===== src/rtl/if_id_queue_pkg.sv =====
//------------------------------------------------------------------------------
// if_id_queue_pkg : shared constants and types for the IF/ID fetch queue
// Revision: 1.0
//------------------------------------------------------------------------------
`default_nettype none

package if_id_queue_pkg;

   localparam logic [15:0] NOP_INST_DEFAULT = 16'h0000;
   localparam int          STALL_IF         = 1;
   localparam int          STALL_ID         = 2;
   localparam logic        RST_ACTIVE       = 1'b0;

   // Owner of the shared RAM port for the current cycle
   typedef enum logic [1:0] {
      PORT_IDLE  = 2'd0,
      PORT_DATA  = 2'd1,
      PORT_FETCH = 2'd2
   } port_owner_e;

endpackage

`default_nettype wire


===== src/rtl/if_id_queue_fetch_fifo.sv =====
//------------------------------------------------------------------------------
// fetch_fifo : power-of-two FIFO of {pc, inst} pairs with occupancy count
// Revision: 1.0
//------------------------------------------------------------------------------
`default_nettype none

module fetch_fifo
   import if_id_queue_pkg::*;
#(
   parameter int WIDTH = 32,
   parameter int DEPTH = 4
) (
   input  logic                     clk,
   input  logic                     rst,
   input  logic                     flush,
   input  logic                     push,
   input  logic [WIDTH-1:0]         push_data,
   input  logic                     pop,
   output logic [WIDTH-1:0]         head_data,
   output logic [$clog2(DEPTH):0]   count,
   output logic                     empty,
   output logic                     full
);

   localparam int                 PTR_W      = $clog2(DEPTH);
   localparam int                 CNT_W      = PTR_W + 1;
   localparam logic [CNT_W-1:0]   FULL_COUNT = CNT_W'(DEPTH);

   logic [WIDTH-1:0] storage [DEPTH];
   logic [PTR_W-1:0] wr_ptr;
   logic [PTR_W-1:0] rd_ptr;
   logic             do_push;
   logic             do_pop;

   assign empty     = (count == '0);
   assign full      = (count == FULL_COUNT);
   assign do_push   = push && !full;
   assign do_pop    = pop && !empty;
   assign head_data = storage[rd_ptr];

   always_ff @(posedge clk) begin
      if (do_push) begin
         storage[wr_ptr] <= push_data;
      end
   end

   // Pointers wrap naturally because DEPTH is a power of two
   always_ff @(posedge clk) begin
      if (rst == RST_ACTIVE || flush) begin
         wr_ptr <= '0;
         rd_ptr <= '0;
         count  <= '0;
      end else begin
         if (do_push) begin
            wr_ptr <= wr_ptr + 1'b1;
         end
         if (do_pop) begin
            rd_ptr <= rd_ptr + 1'b1;
         end
         case ({do_push, do_pop})
            2'b10:   count <= count + 1'b1;
            2'b01:   count <= count - 1'b1;
            default: count <= count;
         endcase
      end
   end

endmodule

`default_nettype wire


===== src/rtl/if_id_queue.sv =====
//------------------------------------------------------------------------------
// if_id_queue : shared RAM port arbiter, fetch queue and ID stage registers
// Revision: 1.0
//------------------------------------------------------------------------------
`default_nettype none

module if_id_queue
   import if_id_queue_pkg::*;
#(
   parameter int                INST_W   = 16,
   parameter int                ADDR_W   = 16,
   parameter int                DEPTH    = 4,
   parameter logic [INST_W-1:0] NOP_INST = INST_W'(NOP_INST_DEFAULT)
) (
   input  logic                   clk,
   input  logic                   rst,
   input  logic [5:0]             stall,
   input  logic                   flush,
   input  logic [ADDR_W-1:0]      if_pc,
   output logic                   if_advance,
   input  logic                   mem_req,
   input  logic                   mem_we,
   input  logic [ADDR_W-1:0]      mem_addr,
   input  logic [INST_W-1:0]      mem_wdata,
   output logic [INST_W-1:0]      mem_rdata,
   output logic [ADDR_W-1:0]      ram_addr_o,
   output logic                   ram_we_o,
   output logic [INST_W-1:0]      ram_wdata_o,
   input  logic [INST_W-1:0]      ram_rdata_i,
   output logic [ADDR_W-1:0]      id_pc,
   output logic [INST_W-1:0]      id_inst,
   output logic                   id_valid,
   output logic [$clog2(DEPTH):0] q_count
);

   localparam int ENTRY_W = ADDR_W + INST_W;

   port_owner_e        owner;
   logic               in_reset;
   logic               data_grant;
   logic               fetch_grant;
   logic               id_advance;
   logic               q_empty;
   logic               q_full;
   logic               push;
   logic               pop;
   logic [ENTRY_W-1:0] fetched;
   logic [ENTRY_W-1:0] head;
   logic               unused_stall;

   assign in_reset     = (rst == RST_ACTIVE);
   assign id_advance   = !stall[STALL_ID];
   assign unused_stall = ^{stall[5:3], stall[0]};

   always_comb begin
      owner = PORT_IDLE;
      if (!in_reset && !flush) begin
         if (mem_req) begin
            owner = PORT_DATA;
         end else if (!stall[STALL_IF] && !q_full) begin
            owner = PORT_FETCH;
         end
      end
   end

   assign data_grant  = (owner == PORT_DATA);
   assign fetch_grant = (owner == PORT_FETCH);
   assign if_advance  = fetch_grant;

   always_comb begin
      ram_addr_o  = if_pc;
      ram_we_o    = 1'b0;
      ram_wdata_o = '0;
      mem_rdata   = '0;
      if (data_grant) begin
         ram_addr_o  = mem_addr;
         ram_we_o    = mem_we;
         ram_wdata_o = mem_wdata;
         if (!mem_we) begin
            mem_rdata = ram_rdata_i;
         end
      end
   end

   // A fetch into an empty queue while ID advances skips the queue entirely
   assign fetched = {if_pc, ram_rdata_i};
   assign push    = fetch_grant && !(id_advance && q_empty);
   assign pop     = id_advance && !q_empty && !flush && !in_reset;

   fetch_fifo #(
      .WIDTH (ENTRY_W),
      .DEPTH (DEPTH)
   ) u_fetch_fifo (
      .clk       (clk),
      .rst       (rst),
      .flush     (flush),
      .push      (push),
      .push_data (fetched),
      .pop       (pop),
      .head_data (head),
      .count     (q_count),
      .empty     (q_empty),
      .full      (q_full)
   );

   always_ff @(posedge clk) begin
      if (in_reset || flush) begin
         id_pc    <= '0;
         id_inst  <= NOP_INST;
         id_valid <= 1'b0;
      end else if (id_advance) begin
         if (!q_empty) begin
            {id_pc, id_inst} <= head;
            id_valid         <= 1'b1;
         end else if (fetch_grant) begin
            {id_pc, id_inst} <= fetched;
            id_valid         <= 1'b1;
         end else begin
            id_pc    <= '0;
            id_inst  <= NOP_INST;
            id_valid <= 1'b0;
         end
      end
   end

endmodule

`default_nettype wire


===== config.mk =====
export PLATFORM = sky130hd
export DESIGN_NAME = if_id_queue
export DESIGN_NICKNAME = d
export VERILOG_FILES = /design/src/rtl/if_id_queue_pkg.sv /design/src/rtl/if_id_queue_fetch_fifo.sv /design/src/rtl/if_id_queue.sv
export SDC_FILE = /design/constraint.sdc
export NUM_CORES = 1
export LEC_CHECK = 0
export CAP_MARGIN = 40
export CORE_UTILIZATION = 50
export CTS_CLUSTER_SIZE = 20
export DETAILED_ROUTE_END_ITERATION = 8
export PLACE_DENSITY = 0.8
export REMOVE_ABC_BUFFERS = 1
export SLEW_MARGIN = 20
export SYNTH_ARGS = -nofsm -noshare
export SYNTH_HDL_FRONTEND = slang
export SYNTH_SLANG_ARGS = --single-unit

===== constraint.sdc =====
create_clock -name clk -period 3 [get_ports clk]
set_input_delay 0.45 -clock clk [delete_from_list [all_inputs] [get_ports clk]]
set_output_delay 0.45 -clock clk [all_outputs]
set_load 0.02 [all_outputs]

Word-level counts from Yosys, hierarchy flattened --
Memories as Yosys holds them, arrays and structs flattened. A register that Yosys moved wholly into a read port is not among the register bits. Index checks and enable logic that the tools add are counted. Widths: inputs -> output; s select.
Operators by class: bitwise operators 1, magnitude comparators 0, multipliers 0, shift operators 0, eq/ne operators 5, div/mod/pow operators 0, reductions and logical operators 18, multiplexer cells 19, $add $sub $neg 4
Operators with widths (number):
- $mux 16 | 8
- $mux 2 | 5
- $logic_and 1x1->1 | 9
- $logic_not 1->1 | 6
- $pmux 3 s2 | 1
- $mux 1 | 5
- $add 2x1->2 const B | 2
- $eq 2x1->1 const B | 2
- $eq 2x2->1 const B | 2
- $add 3x1->3 const B | 1
- $eq 3x3->1 const B | 1
- $logic_not 3->1 | 1
- $sub 3x1->3 const B | 1
- $reduce_bool 2->1 | 1
- $logic_or 1x1->1 | 1
- $not 1->1 | 1
Storage, ports and cells: word-level logic and storage cells 54, bits in registers 40, memories 1, output and inout port bits 86, memory bits (writable) 128, latch bits 0, bits in read-only memories 0
Memories:
- u_fetch_fifo.storage | depth 4, width 32, rd ports 1, clocked after Yosys merged registers in 1, wr ports 1, line if_id_queue_fetch_fifo.sv:29 | logic [WIDTH-1:0] storage [DEPTH];

Logic depth before layout (Yosys ltp) --
Gate-level depths: netlist of run 1.
depth in word-level cells 11, depth in mapped cells 11, depth with buffers taken out 9

Modules after synthesis --
A second synthesis of run 1 with hierarchy kept.
Unflattened totals: cell total of the unflattened synthesis 436, area total of the unflattened synthesis 6993.0 µm²
Modules (own cells, without submodules):
- fetch_fifo | cells an instance 221, instances 1, area each 5106.1 µm²
- if_id_queue | cells an instance 215, instances 1, area each 1886.8 µm²

Worst setup path before layout of run 1 --
OpenSTA, ideal clock, no wires.
kind register to register, start point register u_fetch_fifo.count[0], end point register u_fetch_fifo.count[2], setup slack 0.579 ns, cell stages (with the launch flop) 12, library setup time 0.070 ns, path buffers 2, period minus slack after synthesis 2.421 ns, data arrival time 2.351 ns, cell sequence dfxtp_1 -> nor3_1 -> or2_1 -> buf_4 -> buf_4 -> nor2_1 -> ha_1 -> inv_1 -> fa_1 -> xor2_1 -> or3_1 -> a21oi_1
On the way: elaborated cells between the ends (all ways) 23, classes of those cells 2 x add/sub; 4 x eq/ne; 4 x mux; 13 x reduce/logical
RTL lines:
- from (decl) | line if_id_queue_fetch_fifo.sv:20 | output logic [$clog2(DEPTH):0] count,
- from (signal assigned) | line if_id_queue_fetch_fifo.sv:61 | 2'b10: count <= count + 1'b1;
- from (signal assigned) | line if_id_queue_fetch_fifo.sv:62 | 2'b01: count <= count - 1'b1;
- from (signal assigned) | line if_id_queue_fetch_fifo.sv:63 | default: count <= count;
- $logic_not 3->1 * | line if_id_queue_fetch_fifo.sv:35 | assign empty = (count == '0);
- $logic_not 1->1 * | line if_id_queue_fetch_fifo.sv:38, if_id_queue.sv:88
- $logic_and 1x1->1 (3 in series) | line if_id_queue.sv:88 | assign pop = id_advance && !q_empty && !flush && !in_reset;
- $logic_and 1x1->1 * | line if_id_queue_fetch_fifo.sv:38 | assign do_pop = pop && !empty;
- via u_fetch_fifo.do_pop | line if_id_queue_fetch_fifo.sv:33 | logic do_pop;
- $eq 2x1->1 / $eq 2x2->1 (equally long branches) | line if_id_queue_fetch_fifo.sv:60 | case ({do_push, do_pop})
- $pmux 3 s2 / $reduce_bool 2->1 (equally long branches)
The timed path passes the listed nets; every way through them passes the cells marked *. A chain may end at the register's enable or synchronous reset.

Worst setup path in the final report of run 1 --
start point input port rst, end point output port ram_wdata_o[13]
On the way: word-level cells in the longest chain between the ends 4
Ends and longest elaborated chain:
- from (decl) | line if_id_queue.sv:16 | input logic rst,
- $logic_and 1x1->1 | line if_id_queue.sv:57 | if (!in_reset && !flush) begin
- $mux 2 | line if_id_queue.sv:57
- $eq 2x1->1 | line if_id_queue.sv:66 | assign data_grant = (owner == PORT_DATA);
- $mux 16 | line if_id_queue.sv:75 | if (data_grant) begin
- to (decl) | line if_id_queue.sv:28 | output logic [INST_W-1:0] ram_wdata_o,
No other way between the ends.

==> summary.txt, run 1 <==
STATUS
--------------------------------------------------------------------------------------
Status                                                                    complete, no violations

STA
--------------------------------------------------------------------------------------
Clock Skew                                                                  0.00705 ns
RSZ-0062 raised after global routing                                                no
Number of pins exceeding their max-slew limit in the final report                    0
Period utilisation layout                                                        95.0%
Number of failing hold endpoints at the final stage                                  0
Final worst-path setup slack                                                  0.150 ns
Headroom to the max-slew limit                                                   53.2%
Post-route worst hold slack                                                   0.529 ns
Time the worst path needs with I/O delays and setup                            2.85 ns
Transition time at the pin with the least slew margin                         0.701 ns
Setup violators final                                                                0
Maximum clock frequency                                                        351 MHz

DETAILED ROUTING
--------------------------------------------------------------------------------------
Number of remaining DRC errors                                                       0
DR iter-0 viols                                                                    341
Routed vias                                                                       4538
Sum of routed wire length over all layers                                     15800 um
Routed wire per std cell                                                       19.3 um
ANT nets after route                                                                 0
Via-per-instance ratio                                                            5.55
Detailed Routing Iterations Pass 1                                                   5

SETUP PATH
--------------------------------------------------------------------------------------
Kind of start point of the critical path                                  primary input
Maximum cell stage delay along the critical path                               0.62 ns
Combined buffer and inverter count along the critical path                           3
Cell Chain, Critical Path                                                 clkdlybuf4s50_1, and2b_2, buf_4, and3_1, clkdlybuf4s50_1
Crit path arrival time                                                         2.40 ns
Peak fanout along the critical path                                                 50
Class of the most critical setup path                                           in2out
Worst path required time                                                       2.55 ns
Kind of cell adding the most delay to the critical path                   buffers and inverters
Nature of the critical path endpoint                                      primary output
Cell repeated most along the worst path                                   clkdlybuf4s50_1
Crit path max-delay cell type                                             clkdlybuf4s50_1

PWR
--------------------------------------------------------------------------------------
Combinational group share of total power                                          7.7%
Total net switching power                                                      1.03 mW
Clock share of power                                                             41.0%
Peak ir drop on the vdd network                                                 364 uV
Power density relative to cell area                                         532 nW/um2
Design internal power                                                          3.95 mW
Standby leakage power                                                          3.11 nW
Switching share of total power                                                   20.7%
Power after layout                                                             4.98 mW
Relative contribution of sequential cells to total power                         51.3%

SYNTHESIS
--------------------------------------------------------------------------------------
Share of flip-flops with an asynchronous set or reset after synthesis               0%
Sequential area share after synthesis                                            67.7%
Fraction of synthesized cell area taken by the top area cell type                55.5%
Most common cell in the synthesized netlist                                   edfxtp_1
Top cell type by total area after synthesis                                   edfxtp_1
Synthesis Warnings                                                                   0
Synthesized netlist cell count                                                     461
Post-synth EDFFs                                                                   128
Commonest cells in the netlist                                            edfxtp_1 (128), nor2_1 (43), dfxtp_1 (42)
Synth area leaders                                                        edfxtp_1 (56%), dfxtp_1 (12%), mux4_2 (10%)
Flip-flop cell with the highest count after synthesis                         edfxtp_1
Distinct cells, synth                                                               32
Netlist area before placement                                                 6920 um2
Register bit count reported by yosys                                               170
Synthesized area per cell                                                     15.0 um2

FLOORPLAN
--------------------------------------------------------------------------------------
Number of standard-cell rows in the floorplan                                       42
Initial Utilization                                                              51.7%
Die Y                                                                           120 um
Core outline area                                                            13400 um2
Die W                                                                           120 um
Total die area                                                               14300 um2
Count of pins on the block boundary                                                161

PLACEMENT
--------------------------------------------------------------------------------------
IO buf count                                                                       156
Placed cell area                                                              8820 um2
Placement-stage worst setup slack                                             0.152 ns
Hpwl dp                                                                        9900 um
Weighted congestion reported at the end of routability-driven placement          0.776

FINAL LAYOUT
--------------------------------------------------------------------------------------
Final #Nets                                                                        709
Diode count                                                                          0
Final-layout fill cell count                                                       912
Register area                                                                 4690 um2
Fraction of final layout cells with drive strength greater than 1                14.4%
Summed area of non-filler cells in the final layout                           9360 um2
Area growth from synthesis to layout                                             35.2%
Combined area of the multi-input logic cells                                  2050 um2

GRT
--------------------------------------------------------------------------------------
Wire length of the first global-routing pass                                  24600 um
Number of global-route vias before repair                                         4693
Residual overflow from global routing                                                0
Initial antenna violation count                                                      0
Total global routing track utilization                                           23.1%
Maximum number of pins on one net before global-route repair                        51

CTS
--------------------------------------------------------------------------------------
Number of sinks handled by clock tree synthesis                                    170
Number of post-CTS setup repair buffers                                              0
Root Buffer Master                                                           clkbuf_16
Htree depth                                                                          4
Hold buffer count at CTS                                                             0
Max Buffers Root-to-Sink                                                             2
Number of gates resized after CTS                                                    0
CTS clock-pin slew for the worst setup and hold paths                          0.06 ns
TritonCTS clock tree                                                              done
Clock insertion delay at the later pin of the skew report                      0.42 ns
Number of buffers created by CTS                                                    17

HOLD PATH
--------------------------------------------------------------------------------------
Path category of the worst min-delay check                                     reg2reg

RUN
--------------------------------------------------------------------------------------
Maximum capacitance violations                                                       0

-- state kept, by name (all words and copies together) (netlist names), named ones only --
register and count:
u_fetch_fifo.count 3, u_fetch_fifo.storage 128, id_valid 1, u_fetch_fifo.wr_ptr 2, u_fetch_fifo.rd_ptr 2, id_pc 16, id_inst 16
-- path summary, 6_finish.rpt --
| path | start | endpoint | slack (ns) | cells after the start |
|---|---|---|---|---|
| setup reg to reg | u_fetch_fifo.count[0] | u_fetch_fifo.count[2] | 0.77 | 9 |
| setup / recovery | rst | ram_wdata_o[13] | 0.15 | 5 |
| hold / removal | u_fetch_fifo.rd_ptr[1] | flop | 0.53 | 2 |
| hold reg to reg | u_fetch_fifo.rd_ptr[1] | flop | 0.53 | 2 |
-- power groups by stage --
stage                     clock, mW  sequential, mW  combinational (mW)
after floorplan                   0            2.62               0.117
after global placement            0            2.60               0.372
after detailed placement          0            2.61               0.382
after CTS                      2.07            2.56               0.384
after global routing           2.17            2.56               0.406
final                          2.04            2.56               0.382
-- per-stage QoR --
| step | utilization [%] | setup TNS (ns) | instances |
|---|---|---|---|
| 2_1_floorplan | - | -0.722 | 431 |
| 3_3_place_gp | 65.6 | 0 | 784 |
| 3_5_place_dp | 65.8 | 0 | 785 |
| 4_1_cts | 69.9 | 0 | 817 |
| 5_1_grt | 69.9 | 0 | 817 |
| 6_report | 69.9 | 0 | 817 |
-- area by class of cell --
cell class / instances / area share (%)
sequential: 170 / 50.1
multi-input combinational: 253 / 21.9
inverter: 8 / 0.321
timing repair buffer: 178 / 19.5
clock buffer: 21 / 4.70
tap: 176 / 2.35
clock inverter: 11 / 1.12
-- tightest hold or removal path, delay by kind of cell, from the launching register on --
| family | cells | cell delay (ns) |
|---|---|---|
| XOR/XNOR | 1 | 0.11 |
| AND/OR/NAND/NOR | 1 | 0.05 |
| flip-flops | 1 | 0.33 |
-- cells in the final DEF, fill, tap and decap left out, drive strengths merged, types with 3 or more instances in the layout --
master	netlist	routed
xnor2	3	3
nor2	44	44
mux4	32	32
clkinv	0	7
buf	16	22
nor3	34	34
ha	5	5
dfxtp	42	42
o21ai	33	33
clkbuf	14	21
mux2	16	16
clkdlybuf4s50	0	156
a21oi	34	34
and2	20	20
and3	17	17
edfxtp	128	128
inv	8	8
-- metal layers --
| layer | part of all wire (%) | GRT usage (%) | routed length, um | vias to the layer above |
|---|---|---|---|---|
| met2 | 53 | 39.6 | 8360 | 165 |
| met1 | 40 | 28.8 | 6350 | 2268 |
| met5 | 0 | 0 | 0 | - |
| li1 | - | - | - | 2080 |
| met3 | 4.9 | 5.09 | 777 | 25 |
| met4 | 1.8 | 8.59 | 278 | 0 |
-- cell families (layout without fill, tap and decap cells) --
family	after synthesis	after routing	share of synthesized area, %
flip-flops	170	170	67.7
AO/OA/AOI/OAI	70	70	5.38
XOR/XNOR	5	5	0.633
buffers and inverters	38	218	2.80
multiplexers	49	49	13.2
adder cells (fa/ha/maj)	6	6	1.19
AND/OR/NAND/NOR	123	123	9.18
No activity file was read; power rests on OpenSTA's default activity.
==> run 2, diff against run 1 <==
- CAP_MARGIN: 40 -> unset
- GPL_ROUTABILITY_DRIVEN: unset -> 0
==> summary.txt, run 2 (synthesis results as in run 1) <==
STA
--------------------------------------------------------------------------------
Number of pins exceeding their max-slew limit in the final report              0   unchanged
Period utilisation layout                                                  95.1%   was 95.0%
Clock Skew                                                            0.00930 ns   was 0.00705 ns
Sum of negative setup slack                                                 0 ns   unchanged
Number of failing hold endpoints at the final stage                            0   unchanged
Headroom to the max-slew limit                                             39.2%   was 53.2%
Setup violators final                                                          0   unchanged
Post-route worst hold slack                                             0.529 ns   about the same
Time the worst path needs with I/O delays and setup                      2.85 ns   about the same
Maximum clock frequency                                                  351 MHz   about the same
RSZ-0062 raised after global routing                                          no   unchanged
Transition time at the pin with the least slew margin                   0.912 ns   was 0.701 ns

DETAILED ROUTING
--------------------------------------------------------------------------------
Via-per-instance ratio                                                      5.62   was 5.55
Sum of routed wire length over all layers                               15900 um   was 15800 um
ANT nets after route                                                           0   unchanged
Routed wire per std cell                                                 19.5 um   was 19.3 um
Routed vias                                                                 4583   was 4538
Detailed Routing Iterations Pass 1                                             5   unchanged
Number of remaining DRC errors                                                 0   unchanged
DR iter-0 viols                                                              302   was 341

FINAL LAYOUT
--------------------------------------------------------------------------------
Flip-flop count of the largest register after layout                         128   unchanged
Fraction of final layout cells with drive strength greater than 1          14.7%   was 14.4%
Top Registers                                                       u_fetch_fifo.storage: 128 flops, id_inst: 16 flops, id_pc: 16 flops   unchanged
Commonest non-fill, non-tap cell in the layout                      clkdlybuf4s50_1   unchanged
Register with the most flip-flops                                   u_fetch_fifo.storage   unchanged
Final Non-Filler Cells                                                       816   was 817
Diode count                                                                    0   unchanged
Most used cells in the layout excluding fill and tap cells          clkdlybuf4s50_1 (156), edfxtp_1 (128), nor2_1 (43)   unchanged
Final-layout fill cell count                                                 913   was 912
Summed area of non-filler cells in the final layout                     9360 um2   about the same
Area growth from synthesis to layout                                       35.1%   was 35.2%
Final #Nets                                                                  708   was 709

SETUP PATH
--------------------------------------------------------------------------------
Nature of the critical path endpoint                                primary output   unchanged
Kind of start point of the critical path                            primary input   unchanged
Reg2reg start                                                       u_fetch_fifo.count[0]   unchanged
Crit path max-delay cell type                                       clkdlybuf4s50_1   unchanged
Class of the most critical setup path                                     in2out   unchanged
Maximum cell stage delay along the critical path                         0.62 ns   about the same
Combined buffer and inverter count along the critical path                     3   unchanged
Cell repeated most along the worst path                             clkdlybuf4s50_1   unchanged
Cell Chain, Critical Path                                           clkdlybuf4s50_1, and2b_2, buf_4, and3_1, clkdlybuf4s50_1   unchanged
Start point of the critical path                                             rst   unchanged
Peak fanout along the critical path                                           50   unchanged
Worst path required time                                                 2.55 ns   about the same
Crit path arrival time                                                   2.40 ns   about the same
Kind of cell adding the most delay to the critical path             buffers and inverters   unchanged

PWR
--------------------------------------------------------------------------------
Power density relative to cell area                                   536 nW/um2   was 532 nW/um2
Peak ir drop on the vdd network                                           342 uV   was 364 uV
Standby leakage power                                                    3.11 nW   about the same

CTS
--------------------------------------------------------------------------------
Clock insertion delay at the later pin of the skew report                0.42 ns   about the same
Htree depth                                                                    4   unchanged
Number of buffers created by CTS                                              17   unchanged
Max Buffers Root-to-Sink                                                       2   unchanged
Number of gates resized after CTS                                              0   unchanged
Number of post-CTS setup repair buffers                                        0   unchanged
Root Buffer Master                                                     clkbuf_16   unchanged
CTS clock-pin slew for the worst setup and hold paths                    0.06 ns   about the same
Hold buffer count at CTS                                                       0   unchanged
TritonCTS clock tree                                                        done   unchanged
Number of sinks handled by clock tree synthesis                              170   unchanged

GRT
--------------------------------------------------------------------------------
Met2 layer usage reported by global route                                  39.3%   was 39.6%
Most utilized layer in the global route result                              met2   unchanged
Met3 global-route usage                                                    4.47%   was 5.09%
Number of global-route vias before repair                                   4814   was 4693
Total global routing track utilization                                     23.5%   was 23.1%
Maximum number of pins on one net before global-route repair                  51   unchanged
Global Route met1 Usage                                                    29.8%   was 28.8%
Wire length of the first global-routing pass                            25100 um   was 24600 um
Residual overflow from global routing                                          0   unchanged
Initial antenna violation count                                                0   unchanged

FLOORPLAN
--------------------------------------------------------------------------------
Number of standard-cell rows in the floorplan                                 42   unchanged
Core outline area                                                      13400 um2   unchanged
Die Y                                                                     120 um   unchanged
Count of pins on the block boundary                                          161   unchanged
Initial Utilization                                                        51.7%   unchanged
Die W                                                                     120 um   unchanged
Total die area                                                         14300 um2   unchanged

PLACEMENT
--------------------------------------------------------------------------------
Hpwl dp                                                                  9830 um   was 9900 um
Placed cell area                                                        8800 um2   was 8820 um2
IO buf count                                                                 156   unchanged
Placed Cells                                                                 784   was 785

RUN
--------------------------------------------------------------------------------
Maximum capacitance violations                                                 0   unchanged

HOLD PATH
--------------------------------------------------------------------------------
Start point of the worst hold path                                  u_fetch_fifo.rd_ptr[1]   unchanged
Path category of the worst min-delay check                               reg2reg   unchanged

STATUS
--------------------------------------------------------------------------------
Status                                                              complete, no violations   unchanged

[run 2: worst paths after layout]
check | end | slack [ns] | cells past startpoint
max | ram_wdata_o[13] | 0.15 | 5
min | flop | 0.53 | 2
max reg2reg | u_fetch_fifo.count[2] | 0.75 | 9
min reg2reg | flop | 0.53 | 2
[run 2: worst reg2reg max path: stages (launching register included)]
cell and delay (ns):
dfxtp_1 0.42, nor3_1 0.11, or2_2 0.29, nor2_1 0.11, ha_1 0.20, inv_1 0.07, fa_1 0.37, xor2_1 0.15
or3_1 0.32, a21oi_1 0.15
[run 2: power breakdown]
group	leakage (nW)	internal, mW	total (mW)	switching [mW]
Clock	0.267	1.22	2.07	0.852
Sequential	1.49	2.55	2.56	0.00989
Combinational	1.35	0.197	0.383	0.186
Total	3.11	3.96	5.01	1.05
[run 2: per-stage QoR]
stage                     util, %  setup WS (ns)  total power [mW]
after floorplan                 -       -0.00564              2.74
after global placement       65.6          0.160              2.98
after CTS                    69.8          0.149              5.03
after detailed placement     65.6          0.139              2.99
final                        69.8          0.147              5.01
after global routing         69.8         0.0640              5.16
[run 2: layout make-up]
| type | instances | area (um2) | share of cell area, % |
|---|---|---|---|
| Clock inverter | 8 | 70.1 | 0.749 |
| Inverter | 8 | 30.0 | 0.321 |
| Multi-Input combinational cell | 253 | 2050 | 21.9 |
| Tap cell | 176 | 220 | 2.35 |
| Timing Repair Buffer | 177 | 1810 | 19.3 |
| Sequential cell | 170 | 4690 | 50.1 |
| Clock buffer | 24 | 492 | 5.25 |
[run 2: layer usage]
| metal | wire length [um] | vias to the layer above |
|---|---|---|
| li1 | - | 2072 |
| met1 | 6510 | 2322 |
| met2 | 8400 | 166 |
| met3 | 780 | 23 |
| met4 | 252 | 0 |
| met5 | 0 | - |
